$ cat src/rtl/sm3_digest_tx.sv
// sm3_digest_tx: double-buffered SM3 digest serializer over a valid/ready byte
// stream. It emits digests MSB-first, either as 32 raw bytes or as 64 lowercase
// ASCII hex characters.
module sm3_digest_tx #(
    parameter int unsigned HEX_MODE = 0
) (
    input  logic         clk,
    input  logic         rst_n,
    input  logic         digest_valid,
    input  logic [0:255] digest,
    output logic [0:7]   tx_data,
    output logic         tx_valid,
    input  logic         tx_ready,
    output logic         tx_last,
    output logic         busy,
    output logic         overflow
);

    localparam int unsigned CNT_W = 6;
    localparam logic [CNT_W-1:0] TERM = (HEX_MODE != 0) ? CNT_W'(63) : CNT_W'(31);

    typedef enum logic {IDLE, SEND} state_t;

    state_t           state, state_n;
    logic [0:255]     act_q, act_n;
    logic [0:255]     pend_q, pend_n;
    logic             pend_full, pend_full_n;
    logic [CNT_W-1:0] cnt_q, cnt_n;
    logic             ovf_n;
    logic             xfer, last_xfer;
    logic [0:7]       data_n;
    logic             last_n;
    logic [4:0]       byte_idx;
    logic [0:7]       byte_sel;
    logic [3:0]       nib;
    logic [7:0]       ascii;

    // State register; SEND means the active buffer holds a digest.
    always_ff @(posedge clk or negedge rst_n) begin
        if (!rst_n) state <= IDLE;
        else        state <= state_n;
    end

    // Buffers, counter and registered outputs.
    always_ff @(posedge clk or negedge rst_n) begin
        if (!rst_n) begin
            act_q     <= '0;
            pend_q    <= '0;
            pend_full <= 1'b0;
            cnt_q     <= '0;
            tx_data   <= '0;
            tx_valid  <= 1'b0;
            tx_last   <= 1'b0;
            busy      <= 1'b0;
            overflow  <= 1'b0;
        end else begin
            act_q     <= act_n;
            pend_q    <= pend_n;
            pend_full <= pend_full_n;
            cnt_q     <= cnt_n;
            tx_data   <= data_n;
            tx_valid  <= (state_n == SEND);
            tx_last   <= last_n;
            busy      <= (state_n == SEND) | pend_full_n;
            overflow  <= ovf_n;
        end
    end

    // Next state: apply this cycle's transfer first, then place any new digest.
    always_comb begin
        state_n     = state;
        act_n       = act_q;
        pend_n      = pend_q;
        pend_full_n = pend_full;
        cnt_n       = cnt_q;
        ovf_n       = overflow;
        xfer        = tx_valid && tx_ready;
        last_xfer   = xfer && (cnt_q == TERM);
        case (state)
            IDLE: begin
                if (digest_valid) begin
                    state_n = SEND;
                    act_n   = digest;
                    cnt_n   = '0;
                end
            end
            SEND: begin
                if (last_xfer) begin
                    cnt_n = '0;
                    if (pend_full) begin
                        act_n       = pend_q;
                        pend_full_n = 1'b0;
                    end else begin
                        state_n = IDLE;
                    end
                end else if (xfer) begin
                    cnt_n = cnt_q + CNT_W'(1);
                end
                if (digest_valid) begin
                    if (state_n == IDLE) begin
                        state_n = SEND;
                        act_n   = digest;
                        cnt_n   = '0;
                    end else if (!pend_full_n) begin
                        pend_n      = digest;
                        pend_full_n = 1'b1;
                    end else begin
                        ovf_n = 1'b1;
                    end
                end
            end
            default: state_n = IDLE;
        endcase
    end

    // Output: select the character the next cycle will present.
    always_comb begin
        byte_idx = (HEX_MODE != 0) ? cnt_n[5:1] : cnt_n[4:0];
        byte_sel = act_n[{byte_idx, 3'b000} +: 8];
        nib      = cnt_n[0] ? byte_sel[4:7] : byte_sel[0:3];
        ascii    = (nib < 4'd10) ? (8'h30 + 8'(nib)) : (8'h57 + 8'(nib));
        data_n   = '0;
        last_n   = 1'b0;
        if (state_n == SEND) begin
            data_n = (HEX_MODE != 0) ? ascii : byte_sel;
            last_n = (cnt_n == TERM);
        end
    end

endmodule
$ cat config.mk
export PLATFORM = sky130hd
export DESIGN_NAME = sm3_digest_tx
export DESIGN_NICKNAME = d
export VERILOG_FILES = /design/src/rtl/sm3_digest_tx.sv
export SDC_FILE = /design/constraint.sdc
export NUM_CORES = 1
export LEC_CHECK = 0
export CAP_MARGIN = 40
export CORE_UTILIZATION = 44
export DETAILED_ROUTE_END_ITERATION = 6
export PLACE_DENSITY = 0.67
export SYNTH_ARGS = -nofsm -noshare
export SYNTH_HDL_FRONTEND = slang
export SYNTH_SLANG_ARGS = --single-unit
$ cat constraint.sdc
create_clock -name clk -period 2.9 [get_ports clk]
set_clock_uncertainty 0.1 [all_clocks]
set_input_delay 0.58 -clock clk [delete_from_list [all_inputs] [get_ports clk]]
set_output_delay 0.58 -clock clk [all_outputs]
set_load 0.03 [all_outputs]
==> results.yml, run 1 <==
yosys:
  yosys_warnings: 0
  ys_seq_elements: 531
  synth_area_sq_um: 25400
  synth_area_leader_cell: "dfrtp_1"
  synth_edf_count: 0
  netlist.area_leader.share: 0.523
  ys_top_cells_by_area: "dfrtp_1 52%, mux2_2 12%, nand2_1 5.9%"
  yosysUniqueCellTypes: 81
  synth_seq_area_share: 0.523
  synth_cells: 2461
  syn_area_per_cell_sq_um: 10.3
  ys.flop_type: "dfrtp_1"
  async_flop_share: 1.00
  synth_nets: 2722
worst_setup_path:
  reg2regPathDepth: 12
  crit_start: "tx_valid$_DFF_PN0_"
  rr_startpoint: "tx_valid$_DFF_PN0_"
  path_max_fanout: 12
  critPathLaunchType: "register"
  worstPathArrival_ps: 3370
  worstSetupPathType: "reg2reg"
  required_ps: 3310
  critical_path.endpoint_type: "register"
cells_and_area:
  nets: 3321
  syn2layout_area_growth_pct: 38.9
  final_cell_area_sq_um: 35300
  diodes: 0
  drive_gt1_frac: 0.313
  num-fill-cells: 4486
  layout.cells.non_filler: 3866
timing:
  hold_slack_ps: 368
  tightest_slew_ps: 673
  rsz0062_at_grt: "true"
  slew_viol_final: 0
  period_share: 1.02
  slew_headroom: 0.545
  max_freq_ghz: 0.337
  setup_violations: 6
  fin_crit_ps: 2970
  hold_viol: 0
  finalWorstSetupSlack_ps: -66.1
detailed_routing:
  drtAntennaViolNets: 0
  via_count: 23469
  first_pass_iters: 5
  drt-initial-drc-count: 2557
  wl_per_cell_microns: 24.8
  detail_route.wirelength_mm: 96.0
  viasPerCell: 6.07
  drc: 0
flow_run:
  cap_violations: 0
worst_hold_path:
  hold_path.class: "reg2reg"
  hold_start: "overflow$_DFFE_PN0P_"
  holdPathStages: 1
run_status:
  violations: "negative setup slack"
  status: "complete, but fails checks"
placed_design:
  dp_hpwl_mm: 66.9
  placed_cell_area_sq_um: 31800
  gp_congestion: 0.945
  placed_cells: 3707
  portBuffers: 271
floorplan:
  rows: 87
  ios: 272
  die_area_sq_um: 58700
  core_area_sq_um: 56700
  die_x_microns: 242
  start_util: 0.448
  chipHeight_microns: 242
grt:
  grt_pass1_vias: 23539
  grt_pass1_wl_mm: 143
  gr-total-overflow: 0
  grt.total_usage: 0.318
  antenna_found_initial: 4
  grt_start_max_net_pins: 74
clocking:
  cts-root-buf: "clkbuf_16"
  cts_buffer_depth: 3
  clkLatencyLatePin_ps: 650
  cts.clk_slew.worst_paths_ps: 60
  cts_tree: "yes"
  cts_made_buffers: 59
  cts_max_level: 2
  cts_sinks: 531
power_and_ir_drop:
  vdd_ir_drop_max_uv: 586
  powerDensity_nw_per_um2: 891
  p_leak_nw: 15.8
[power by group]
group,internal (mW),switching [mW],total [mW]
registers,10.6,1.54,12.1
clock network,4.78,3.25,8.04
logic,5.53,5.74,11.3
[path summary, 6_finish.rpt]
| check | endpoint | slack, ps |
|---|---|---|
| setup / recovery | tx_data[7]$_DFF_PN0_ | -70 |
| hold / removal | overflow$_DFFE_PN0P_ | 370 |
| setup reg to reg | tx_data[7]$_DFF_PN0_ | -70 |
| hold reg to reg | overflow$_DFFE_PN0P_ | 370 |
| max in group asynchronous | pend_q[7]$_DFFE_PN0P_ | 1380 |
| min in group asynchronous | act_q[108]$_DFF_PN0_ | 390 |
[cell usage after synthesis (all sizes together), types with 36 or more instances]
master    n
nor2    214
clkbuf   44
a31oi   146
a211oi   52
nand3    38
mux2    267
nand2   401
o21ai    78
dfrtp   531
buf     159
a21oi    98
a22oi    52
nor3     36
[through the flow]
step	power, mW	TNS, ps	utilization	worst slack [ps]
final	31.4	-206	0.622	-66.1
after global routing	32.7	-769	0.622	-152
after CTS	30.8	-1.58	0.606	-1.58
after detailed placement	22.5	-83090	0.561	-818
after global placement	22.2	-89210	0.561	-812
after floorplan	17.4	0	-	85.8
[worst max-delay path, stage by stage (launching register included)]
cell	delay, ps
dfrtp_2	450
clkbuf_4	190
buf_4	150
nand2_1	80
nand3_1	110
and2_4	210
inv_4	220
buf_4	290
mux2i_1	380
a221oi_2	120
buf_4	160
nor3_2	280
nor4b_2	90
[registers in the layout (all words and copies together), names as in the netlist]
signal / cells
act_q: 256
busy: 1
cnt_q: 6
overflow: 1
pend_full: 1
pend_q: 256
tx_data: 8
tx_last: 1
tx_valid: 1
[area by class of cell]
cell class	instances	area, sq um	area share
clock buffer	85	1690	0.0480
inverter	13	53.8	0.00153
timing repair buffer	741	7230	0.205
multi-input combinational	1714	11700	0.331
clock inverter	26	384	0.0109
tap	756	946	0.0268
sequential	531	13300	0.377
[kinds of logic (layout without fill, tap and decap cells)]
kind of cell             Yosys count  in the layout  synth area share
AO/OA/AOI/OAI                    634            634             0.171
adder cells (fa/ha/maj)            1              1          0.000493
buffers and inverters            216            865            0.0425
multiplexers                     298            298             0.131
flip-flops                       531            531             0.523
XOR/XNOR                           2              2          0.000690
AND/OR/NAND/NOR                  779            779             0.131
[placed cells by master, fill, tap and decap left out, drive strengths merged, types with 18 or more instances in the layout]
cell	Yosys	routed
and3	18	18
a211o	21	21
a22oi	52	52
nor3	36	36
nand2	401	401
mux2	267	267
nand3	38	38
dfrtp	531	531
clkdlybuf4s50	0	267
o21ai	78	78
nor2	214	214
a31oi	146	146
o22ai	27	27
a21oi	98	98
clkbuf	44	94
o31ai	18	18
a211oi	52	52
mux2i	31	31
buf	159	461
[what timing repair did]
item                                   4_1_cts  5_1_grt
buffers inserted                            18       20
gates cloned                                 4        8
pin swaps                                   18       32
resized for setup                           61      119
hold buffers                                 1        0
endpoints found under the hold margin       43        0
setup endpoints to repair                    9       22
[layer usage]
metal  vias to the layer above  track usage  wire, microns
li1                      10183            -              -
met1                     11772        0.422          38000
met2                      1226        0.511          44900
met3                       286       0.0557           8130
met4                         2        0.142           4910
met5                         -            0             11
No activity file was read; power rests on OpenSTA's default activity.
==> run 2, diff against run 1 <==
--- a/config.mk
+++ b/config.mk
@@ -8,7 +8,7 @@
 export CAP_MARGIN = 40
 export CORE_UTILIZATION = 44
 export DETAILED_ROUTE_END_ITERATION = 6
-export PLACE_DENSITY = 0.67
+export DONT_BUFFER_PORTS = 1
 export SYNTH_ARGS = -nofsm -noshare
 export SYNTH_HDL_FRONTEND = slang
 export SYNTH_SLANG_ARGS = --single-unit
==> results.yml, run 2 (synthesis gave the netlist of run 1 again) <==
placed_design:
  place_ws_ps: -525
  gp_congestion: 0.940
  dp_hpwl_mm: 64.5
  portBuffers: 0
  placed_cell_area_sq_um: 28600
floorplan:
  core_area_sq_um: 56700
  ios: 272
  chipHeight_microns: 242
  rows: 87
  die_area_sq_um: 58700
  die_x_microns: 242
  start_util: 0.448
timing:
  max_freq_ghz: 0.335
  fin_crit_ps: 2980
  slew_viol_final: 0
  hold_viol: 532
  tightest_slew_ps: 1200
  slew_headroom: 0.201
  rsz0062_at_grt: "true"
  setup_violations: 7
  period_share: 1.03
  finalWorstSetupSlack_ps: -82.5
  hold_slack_ps: -446
clocking:
  cts_tree: "yes"
  cts_sinks: 531
  cts-root-buf: "clkbuf_16"
  cts_made_buffers: 57
  clkLatencyLatePin_ps: 660
  cts_buffer_depth: 3
  hold_buffers: 224
  cts_max_level: 2
  cts.clk_slew.worst_paths_ps: 60
cells_and_area:
  drive_gt1_frac: 0.312
  reg_top3: "act_q x256, pend_q x256, tx_data x8"
  nets: 3217
  layout_common_cells: "530 x dfrtp_1, 396 x nand2_1, 341 x buf_4"
  syn2layout_area_growth_pct: 35.2
  final_cell_area_sq_um: 34300
  layout_commonest_cell: "dfrtp_1"
worst_setup_path:
  required_ps: 3310
  timing.rr.end: "tx_data[4]$_DFF_PN0_"
  crit_start: "cnt_q[2]$_DFF_PN0_"
  critPathLaunchType: "register"
  worstPathArrival_ps: 3390
  worstSetupPathType: "reg2reg"
  path_max_fanout: 30
  critical_path.endpoint_type: "register"
  r2r_slack_ps: -80
  reg2regPathDepth: 12
  critPathCapture: "tx_data[4]$_DFF_PN0_"
  rr_startpoint: "cnt_q[2]$_DFF_PN0_"
detailed_routing:
  via_count: 22998
  drc: 0
  detail_route.wirelength_mm: 99.3
  wl_per_cell_microns: 26.4
  first_pass_iters: 6
  viasPerCell: 6.12
  drt-initial-drc-count: 2341
  drtAntennaViolNets: 0
run_status:
  status: "complete, but fails checks"
  violations: "negative hold slack, negative setup slack"
grt:
  grt.total_usage: 0.328
  antenna_found_initial: 2
  grt_start_max_net_pins: 532
  grt_pass1_wl_mm: 146
  gr-total-overflow: 0
  grt_pass1_vias: 23117
power_and_ir_drop:
  power_switching_mw: 10.3
  vdd_ir_drop_max_uv: 618
  internal_power_mw: 20.1
  seqPwrFrac: 0.402
  p_leak_nw: 15.3
  clockPowerShare: 0.245
  powerDensity_nw_per_um2: 887
  comb_power_share: 0.353
  switching_share: 0.339
flow_run:
  cap_violations: 0
worst_hold_path:
  hold_path.class: "in2async"
run 2: changes by cell type in the layout (fill, tap and decap cells not counted), sizes merged:
cell	previous run	this run
clkdlybuf4s50	267	0
dlygate4sd3	1	224
buf	461	404
clkbuf	94	87
bufinv	8	3
clkinv	14	18
inv	16	12
bufbuf	1	3
diode	0	2
clkinvlp	1	2
dlygate4sd2	1	0
dlymetal6s2s	1	0
run 2: area by class of cell:
| class | instances | area [sq um] |
|---|---|---|
| timing repair buffer | 639 | 6260 |
| fill | 4584 | 22400 |
| tap | 756 | 946 |
| clock buffer | 79 | 1650 |
| sequential | 531 | 13300 |
| multi-input combinational | 1714 | 11900 |
| clock inverter | 22 | 245 |
| inverter | 13 | 52.6 |
| antenna | 2 | 5.00 |
run 2: worst min path at each step:
| stage | from | to | slack [ps] | cells after the start |
|---|---|---|---|---|
| floorplan | rst_n | act_q[0]$_DFF_PN0_ | 180 | 0 |
| global placement | rst_n | pend_q[118]$_DFFE_PN0P_ | 230 | 0 |
| detailed placement | rst_n | pend_q[118]$_DFFE_PN0P_ | 220 | 0 |
| CTS | rst_n | pend_q[118]$_DFFE_PN0P_ | -450 | 0 |
| global route | rst_n | pend_q[118]$_DFFE_PN0P_ | -470 | 0 |
| finish | rst_n | pend_q[118]$_DFFE_PN0P_ | -450 | 0 |
run 2: critical path: stages (launching register included):
cell,delay [ps]
dfrtp_1,370
buf_4,140
nand4b_4,150
o31a_4,480
buf_4,200
buf_12,170
buf_12,190
o22ai_1,190
nor2_1,100
a211oi_1,310
a21oi_1,90
o21ai_2,190
a311oi_1,120
run 2: power groups by stage:
stage | clock network, mW | registers, mW | logic [mW]
floorplan | 0 | 11.7 | 5.69
global placement | 0 | 12.1 | 9.14
detailed placement | 0 | 12.2 | 9.35
CTS | 7.50 | 12.1 | 9.98
global route | 7.80 | 12.5 | 11.4
finish | 7.44 | 12.2 | 10.7
run 2: through the flow:
step	TNS (ps)	instances	util	power [mW]	hold slack (ps)
2_1_floorplan	0	2461	-	17.4	184
3_3_place_gp	-2070	3387	0.505	21.3	226
3_5_place_dp	-2460	3387	0.505	21.6	225
4_1_cts	-49.2	3726	0.588	29.6	-449
5_1_grt	-783	3755	0.605	31.7	-474
6_report	-384	3756	0.605	30.4	-446
run 2: timing repair:
item	4_1_cts	5_1_grt
buffers inserted	10	21
setup endpoints to repair	8	8
cloned	4	8
hold endpoints to repair	776	531
gates resized for setup	80	126
pin swaps	14	42
run 2: routing by layer:
| metal | track usage | part of all wire | up-vias |
|---|---|---|---|
| li1 | - | - | 9969 |
| met4 | 0.139 | 0.046 | 0 |
| met5 | 0 | 0 | - |
| met3 | 0.0685 | 0.080 | 229 |
| met2 | 0.539 | 0.48 | 1012 |
| met1 | 0.418 | 0.40 | 11788 |
